<file path="config.mk">
export PLATFORM = sky130hd
export DESIGN_NAME = tt_um_accum_tx
export DESIGN_NICKNAME = d
export VERILOG_FILES = /design/src/rtl/accum_tx_pkg.sv /design/src/rtl/accum_tx_sync_edge.sv /design/src/rtl/tt_um_accum_tx.sv
export SDC_FILE = /design/constraint.sdc
export NUM_CORES = 1
export LEC_CHECK = 0
export CAP_MARGIN = 40
export CELL_PAD_IN_SITES_DETAIL_PLACEMENT = 0
export CELL_PAD_IN_SITES_GLOBAL_PLACEMENT = 1
export CORE_MARGIN = 4
export CORE_UTILIZATION = 38
export CTS_CLUSTER_SIZE = 20
export DETAILED_ROUTE_END_ITERATION = 16
export GPL_ROUTABILITY_DRIVEN = 0
export PLACE_DENSITY_LB_ADDON = 0.1
export SETUP_SLACK_MARGIN = 0.2
export SKIP_CTS_REPAIR_TIMING = 1
export SYNTH_ARGS = -nofsm -noshare
export SYNTH_HDL_FRONTEND = slang
export SYNTH_HIERARCHICAL = 1
export SYNTH_SLANG_ARGS = --single-unit
</file>
<file path="constraint.sdc">
create_clock -name clk -period 2.7 [get_ports clk]
set_input_delay 0.675 -clock clk [delete_from_list [all_inputs] [get_ports clk]]
set_output_delay 0.675 -clock clk [all_outputs]
set_load 0.01 [all_outputs]
</file>
<file path="src/rtl/accum_tx_pkg.sv">
// -----------------------------------------------------------------------------
// accum_tx_pkg
// Shared definitions for the accumulate-and-transmit block:
//   - state_e      : FSM state encoding (IDLE, LOAD, SHIFT)
//   - FRAME_BITS   : serial frame length (9, or 10 with ACCUM_TX_PARITY_EN)
//   - CNT_W        : width of the frame bit counter
//   - UIO_OE_MASK  : constant output-enable pattern for the uio pins
// Optional feature macro: ACCUM_TX_PARITY_EN (appends an even-parity bit).
// -----------------------------------------------------------------------------
package accum_tx_pkg;

  typedef enum logic [1:0] {
    ST_IDLE  = 2'd0,
    ST_LOAD  = 2'd1,
    ST_SHIFT = 2'd2
  } state_e;

`ifdef ACCUM_TX_PARITY_EN
  localparam int FRAME_BITS = 10;
`else
  localparam int FRAME_BITS = 9;
`endif

  localparam int CNT_W = $clog2(FRAME_BITS);

  localparam logic [7:0] UIO_OE_MASK = 8'hF0;

`ifdef ACCUM_TX_PARITY_EN
  // Even parity: the returned bit makes the total count of ones even.
  function automatic logic even_parity(input logic [8:0] d);
    return ^d;
  endfunction
`endif

endpackage

</file>
<file path="src/rtl/accum_tx_sync_edge.sv">
// -----------------------------------------------------------------------------
// accum_tx_sync_edge
// Two-flop synchronizer followed by a rising-edge detector.
//   clk      : clock
//   rst_n    : asynchronous active-low reset (clears all flops)
//   i_async  : asynchronous input strobe
//   o_rise   : one-cycle pulse when the synchronized signal goes 0 -> 1
// The detector keeps tracking regardless of downstream state, so a strobe
// that stays high produces exactly one pulse.
// -----------------------------------------------------------------------------
module accum_tx_sync_edge (
  input  logic clk,
  input  logic rst_n,
  input  logic i_async,
  output logic o_rise
);

  logic r_sync1;
  logic r_sync2;
  logic r_prev;

  // Synchronizer chain and delayed copy for edge detection.
  always_ff @(posedge clk or negedge rst_n) begin
    if (!rst_n) begin
      r_sync1 <= 1'b0;
      r_sync2 <= 1'b0;
      r_prev  <= 1'b0;
    end else begin
      r_sync1 <= i_async;
      r_sync2 <= r_sync1;
      r_prev  <= r_sync2;
    end
  end

  assign o_rise = r_sync2 & ~r_prev;

endmodule

</file>
<file path="src/rtl/tt_um_accum_tx.sv">
// -----------------------------------------------------------------------------
// tt_um_accum_tx
// Accumulates ui_in on each load strobe edge and transmits the 9-bit result
// {carry, acc} MSB-first over a valid/ready serial link.
// Ports:
//   clk      : clock, all state on rising edge
//   rst_n    : asynchronous active-low reset
//   ena      : always 1 when powered, unused
//   ui_in    : operand added on each load event
//   uio_in   : [0] load strobe (async), [1] tx_ready, [2] clear, [7:3] unused
//   uio_out  : [4] tx_data, [5] tx_valid, [6] busy, [7] frame_start, [3:0] 0
//   uio_oe   : constant 8'hF0
//   uo_out   : accumulator value
// Optional feature macro: ACCUM_TX_PARITY_EN (10-bit frame with trailing
// even-parity bit over the 9 preceding bits).
// -----------------------------------------------------------------------------
module tt_um_accum_tx
  import accum_tx_pkg::*;
(
  input  logic       clk,
  input  logic       rst_n,
  input  logic       ena,
  input  logic [7:0] ui_in,
  input  logic [7:0] uio_in,
  output logic [7:0] uio_out,
  output logic [7:0] uio_oe,
  output logic [7:0] uo_out
);

  state_e                r_state;
  logic [7:0]            r_acc;
  logic [FRAME_BITS-1:0] r_shreg;
  logic [CNT_W-1:0]      r_bit_cnt;
  logic                  r_tx_data;
  logic                  r_tx_valid;
  logic                  r_busy;
  logic                  r_frame_start;

  logic                  w_load_evt;
  logic                  w_tx_ready;
  logic                  w_clear;
  logic                  w_accept;
  logic                  w_last;
  logic [8:0]            w_sum;
  logic [FRAME_BITS-1:0] w_frame;
  logic                  w_unused_ok;

  accum_tx_sync_edge u_sync_edge (
    .clk     (clk),
    .rst_n   (rst_n),
    .i_async (uio_in[0]),
    .o_rise  (w_load_evt)
  );

  assign w_tx_ready = uio_in[1];
  assign w_clear    = uio_in[2];

  // tx_valid is only ever set in SHIFT, so it alone qualifies acceptance.
  assign w_accept = r_tx_valid & w_tx_ready;
  assign w_last   = (r_bit_cnt == CNT_W'(FRAME_BITS - 1));

  assign w_sum = {1'b0, r_acc} + {1'b0, ui_in};

`ifdef ACCUM_TX_PARITY_EN
  assign w_frame = {w_sum, even_parity(w_sum)};
`else
  assign w_frame = w_sum;
`endif

  // Main FSM: the sum is captured on the edge entering LOAD so that acc is
  // visible three edges after the strobe is first sampled; tx_valid follows
  // one edge later on entry to SHIFT.
  always_ff @(posedge clk or negedge rst_n) begin
    if (!rst_n) begin
      r_state       <= ST_IDLE;
      r_acc         <= 8'd0;
      r_shreg       <= '0;
      r_bit_cnt     <= '0;
      r_tx_data     <= 1'b0;
      r_tx_valid    <= 1'b0;
      r_busy        <= 1'b0;
      r_frame_start <= 1'b0;
    end else if (w_clear) begin
      // Clear wins over everything, including a coincident load event.
      r_state       <= ST_IDLE;
      r_acc         <= 8'd0;
      r_shreg       <= '0;
      r_bit_cnt     <= '0;
      r_tx_data     <= 1'b0;
      r_tx_valid    <= 1'b0;
      r_busy        <= 1'b0;
      r_frame_start <= 1'b0;
    end else begin
      case (r_state)
        ST_IDLE: begin
          // Load events are only honoured here; while busy they are dropped.
          if (w_load_evt) begin
            r_state <= ST_LOAD;
            r_acc   <= w_sum[7:0];
            r_shreg <= w_frame;
            r_busy  <= 1'b1;
          end
        end
        ST_LOAD: begin
          r_state       <= ST_SHIFT;
          r_tx_valid    <= 1'b1;
          r_tx_data     <= r_shreg[FRAME_BITS-1];
          r_frame_start <= 1'b1;
          r_bit_cnt     <= '0;
        end
        ST_SHIFT: begin
          if (w_accept) begin
            r_frame_start <= 1'b0;
            if (w_last) begin
              r_state    <= ST_IDLE;
              r_tx_valid <= 1'b0;
              r_tx_data  <= 1'b0;
              r_busy     <= 1'b0;
              r_bit_cnt  <= '0;
              r_shreg    <= '0;
            end else begin
              r_shreg   <= {r_shreg[FRAME_BITS-2:0], 1'b0};
              r_tx_data <= r_shreg[FRAME_BITS-2];
              r_bit_cnt <= r_bit_cnt + CNT_W'(1);
            end
          end
        end
        default: begin
          r_state       <= ST_IDLE;
          r_tx_valid    <= 1'b0;
          r_tx_data     <= 1'b0;
          r_busy        <= 1'b0;
          r_frame_start <= 1'b0;
          r_bit_cnt     <= '0;
        end
      endcase
    end
  end

  assign uo_out  = r_acc;
  assign uio_out = {r_frame_start, r_busy, r_tx_valid, r_tx_data, 4'b0000};
  assign uio_oe  = UIO_OE_MASK;

  assign w_unused_ok = &{1'b0, ena, uio_in[7:3]};

endmodule

</file>
==> flow_summary.toml <==
[place]
portBuffers = 24
postPlaceCellArea_mm2 = 0.00217
hpwl_um = 3180
post-place-ws_ns = -0.193
dp_cells = 287

[flow_run]
drv_cap = 0

[sta]
max_freq_mhz = 405
setup_viol = 0
fin_crit_sh_pct = 91.4
finalCriticalPeriod_ns = 2.47
rsz0062_at_grt = "true"
fin_ws_ns = 0.232
setup_tns_ns = 0
slew_violations = 0
worst_clock_skew_ns = 0.00383
hold_viol = 0

[min_path]
min_from = "u_sync_edge/r_sync1$_DFF_PN0_"
hold_depth = 0
min_to = "u_sync_edge/r_sync2$_DFF_PN0_"
min_path_type = "reg -> reg"

[synthesis]
synthMuxAreaShare_pct = 1.18
synth_area_mm2 = 0.00191
yosys-top-cells-count = "dfrtp_1 (30), nand2_1 (27), buf_4 (17)"
ys.flop_type = "dfrtp_1"
synth_fa_ha_area_share_pct = 9.54
ys_types = 47
ys_ff_latch = 30
synth_top_area_share_pct = 39.2
synthesis.instances = 202
async_reset_ff_share_pct = 100
synth.most_common_cell = "dfrtp_1"
synthTopCellsByArea = "dfrtp_1 (39%), ha_1 (8.5%), buf_4 (6.7%)"
yosys.area_share.xor_xnor_pct = 2.29
syn_avg_cell_area_um2 = 9.48
yosysSeqAreaShare_pct = 39.2
synth_compound_area_share_pct = 19.1
synthSimpleGateAreaFrac_pct = 18.5
ys_warn_count = 6
synth_top_family_by_area = "compound AO/OA/AOI/OAI gates"
synth_edf_count = 0
synth_top_area_cell = "dfrtp_1"

[worst_setup_path]
rrSetupSlack_ns = 0.43
required_ns = 2.87
end_kind = "register"
r2r-start = "uo_out[0]$_DFFE_PN0P_"
r2r_end = "r_shreg[6]$_DFFE_PN0P_"
slowest_delay_ns = 0.45
crit_buf_inv = 1
crit_fanout = 2
path_class = "in -> reg"
cpMaxStageDelayCell = "clkdlybuf4s50_1"
arrival_ns = 2.64
cp_cell_sequence = "clkdlybuf4s50_1 -> fa_2 -> a21o_1 -> a221oi_4 -> xnor2_2 -> nor3_2 -> a2111oi_2"
rr_worst_depth = 7
cp-start-kind = "primary input"
timing.critical_path.max_delay_family = "compound AO/OA/AOI/OAI gates"

[clocking]
cts_tree = "done"
htreeDepth = 2
cts_max_path_buffers = 2
clk_latency_ns = 0.28
clkTransAtPathRegs_ns = 0.06
cts.sinks = 30
numCtsBuffers = 5
clockRootBuffer = "clkbuf_8"

[die]
die_y_um = 79.0
ioPinCount = 43
fp.dieW_um = 79.0
core_area_mm2 = 0.00479
dieArea_mm2 = 0.00624
std_cell_rows = 25
initial_core_util_pct = 40.0

[routing]
drc = 0
drt_wl_total_um = 4460
antenna_left = 0
vias_per_cell = 5.17
num_vias = 1531
drtIter0Drc = 76
drtPass1Iterations = 4
post_drt_wl_per_cell_um = 15.1

[global_route]
grt_max_degree = 31
grt.overflow.total = 0
grt_first_pass_wirelength_um = 7400
grt_pass1_vias = 1562
antenna_found_initial = 0
gr-usage-all-layers_pct = 15.3

[pwr]
p_leak_nw = 1.01
p_per_area_mw_per_mm2 = 549
ir_drop_v = 0.000301

[finish]
layout.cells.non_filler = 296
area_growth_pct = 20.2
fill_cells = 485
ff_latch_area_um2 = 751
multi_input_area_mm2 = 0.00104
drive_above_1_share_pct = 16.2
postLayoutCellArea_mm2 = 0.00230
antenna_cells = 0
nNetsFinal = 261

[run_status]
outcome = "completed"
==> routing by layer <==
layer / vias up / wire length [um] / share of wire [%] / global-route usage, %
met3: 9 / 248 / 5.6 / 4.76
met2: 47 / 2210 / 50 / 26.3
met5: - / 0 / 0 / 0
met1: 743 / 1890 / 42 / 18.0
li1: 732 / - / - / -
met4: 0 / 108 / 2.4 / 4.98
==> per-stage QoR <==
step	utilization, %	hold WS [ns]	power (mW)
after floorplan	-	0.331	0.781
after global placement	45.4	0.332	0.872
after detailed placement	45.4	0.353	0.883
after CTS	47.3	0.368	1.27
after global routing	48.1	0.366	1.34
final	48.1	0.364	1.26
==> registers in the layout, summed over array words and instances, names as in the netlist <==
| register | count |
|---|---|
| r_shreg | 9 |
| uo_out | 8 |
| r_bit_cnt | 4 |
| r_state | 2 |
| r_busy | 1 |
| r_frame_start | 1 |
| r_tx_data | 1 |
| r_tx_valid | 1 |
| u_sync_edge/r_prev | 1 |
| u_sync_edge/r_sync1 | 1 |
| u_sync_edge/r_sync2 | 1 |
==> layout by cell type (no fill, tap or decap), types with 3 or more instances in the layout <==
cell / instances
dfrtp_1: 30
nand2_1: 27
clkdlybuf4s50_1: 23
a21oi_1: 15
nor2_1: 12
nor3_1: 12
ha_1: 12
conb_1: 12
buf_4: 9
inv_1: 6
clkbuf_8: 6
o21ai_0: 5
o21ai_1: 4
xnor2_1: 4
a21o_1: 3
a221oi_2: 3
o31ai_1: 3
==> cell families after synthesis <==
| family | count (synthesis) |
|---|---|
| multiplexers | 2 |
| adder cells (fa/ha/maj) | 14 |
| XOR/XNOR | 5 |
| AND/OR/NAND/NOR | 70 |
| buffers and inverters | 30 |
| flip-flops | 30 |
| other | 2 |
| AO/OA/AOI/OAI | 49 |
==> worst max path at each step <==
stage	start	end	slack [ns]	cells after the start
detailed placement	ui_in[0]	r_shreg[6]$_DFFE_PN0P_	-0.19	8
global placement	ui_in[0]	r_shreg[6]$_DFFE_PN0P_	-0.16	8
CTS	ui_in[0]	r_shreg[6]$_DFFE_PN0P_	0.1	8
global route	ui_in[1]	r_shreg[6]$_DFFE_PN0P_	0.15	7
finish	ui_in[1]	r_shreg[6]$_DFFE_PN0P_	0.23	7
floorplan	ui_in[0]	r_shreg[6]$_DFFE_PN0P_	0.37	7
==> final cells by class <==
class / count / area share (%)
sequential: 30 / 32.6
inverter: 6 / 0.979
timing repair buffer: 33 / 13.5
multi-input combinational: 152 / 45.3
clock inverter: 1 / 0.218
tap: 67 / 3.64
clock buffer: 7 / 3.75
==> report_power, final <==
part | leakage [nW] | internal, mW | switching (mW) | total, mW
clock network | 0.0482 | 0.205 | 0.168 | 0.374
registers | 0.400 | 0.491 | 0.0329 | 0.524
logic | 0.562 | 0.163 | 0.201 | 0.365
Note: power is estimated with default switching activity, not from simulation.
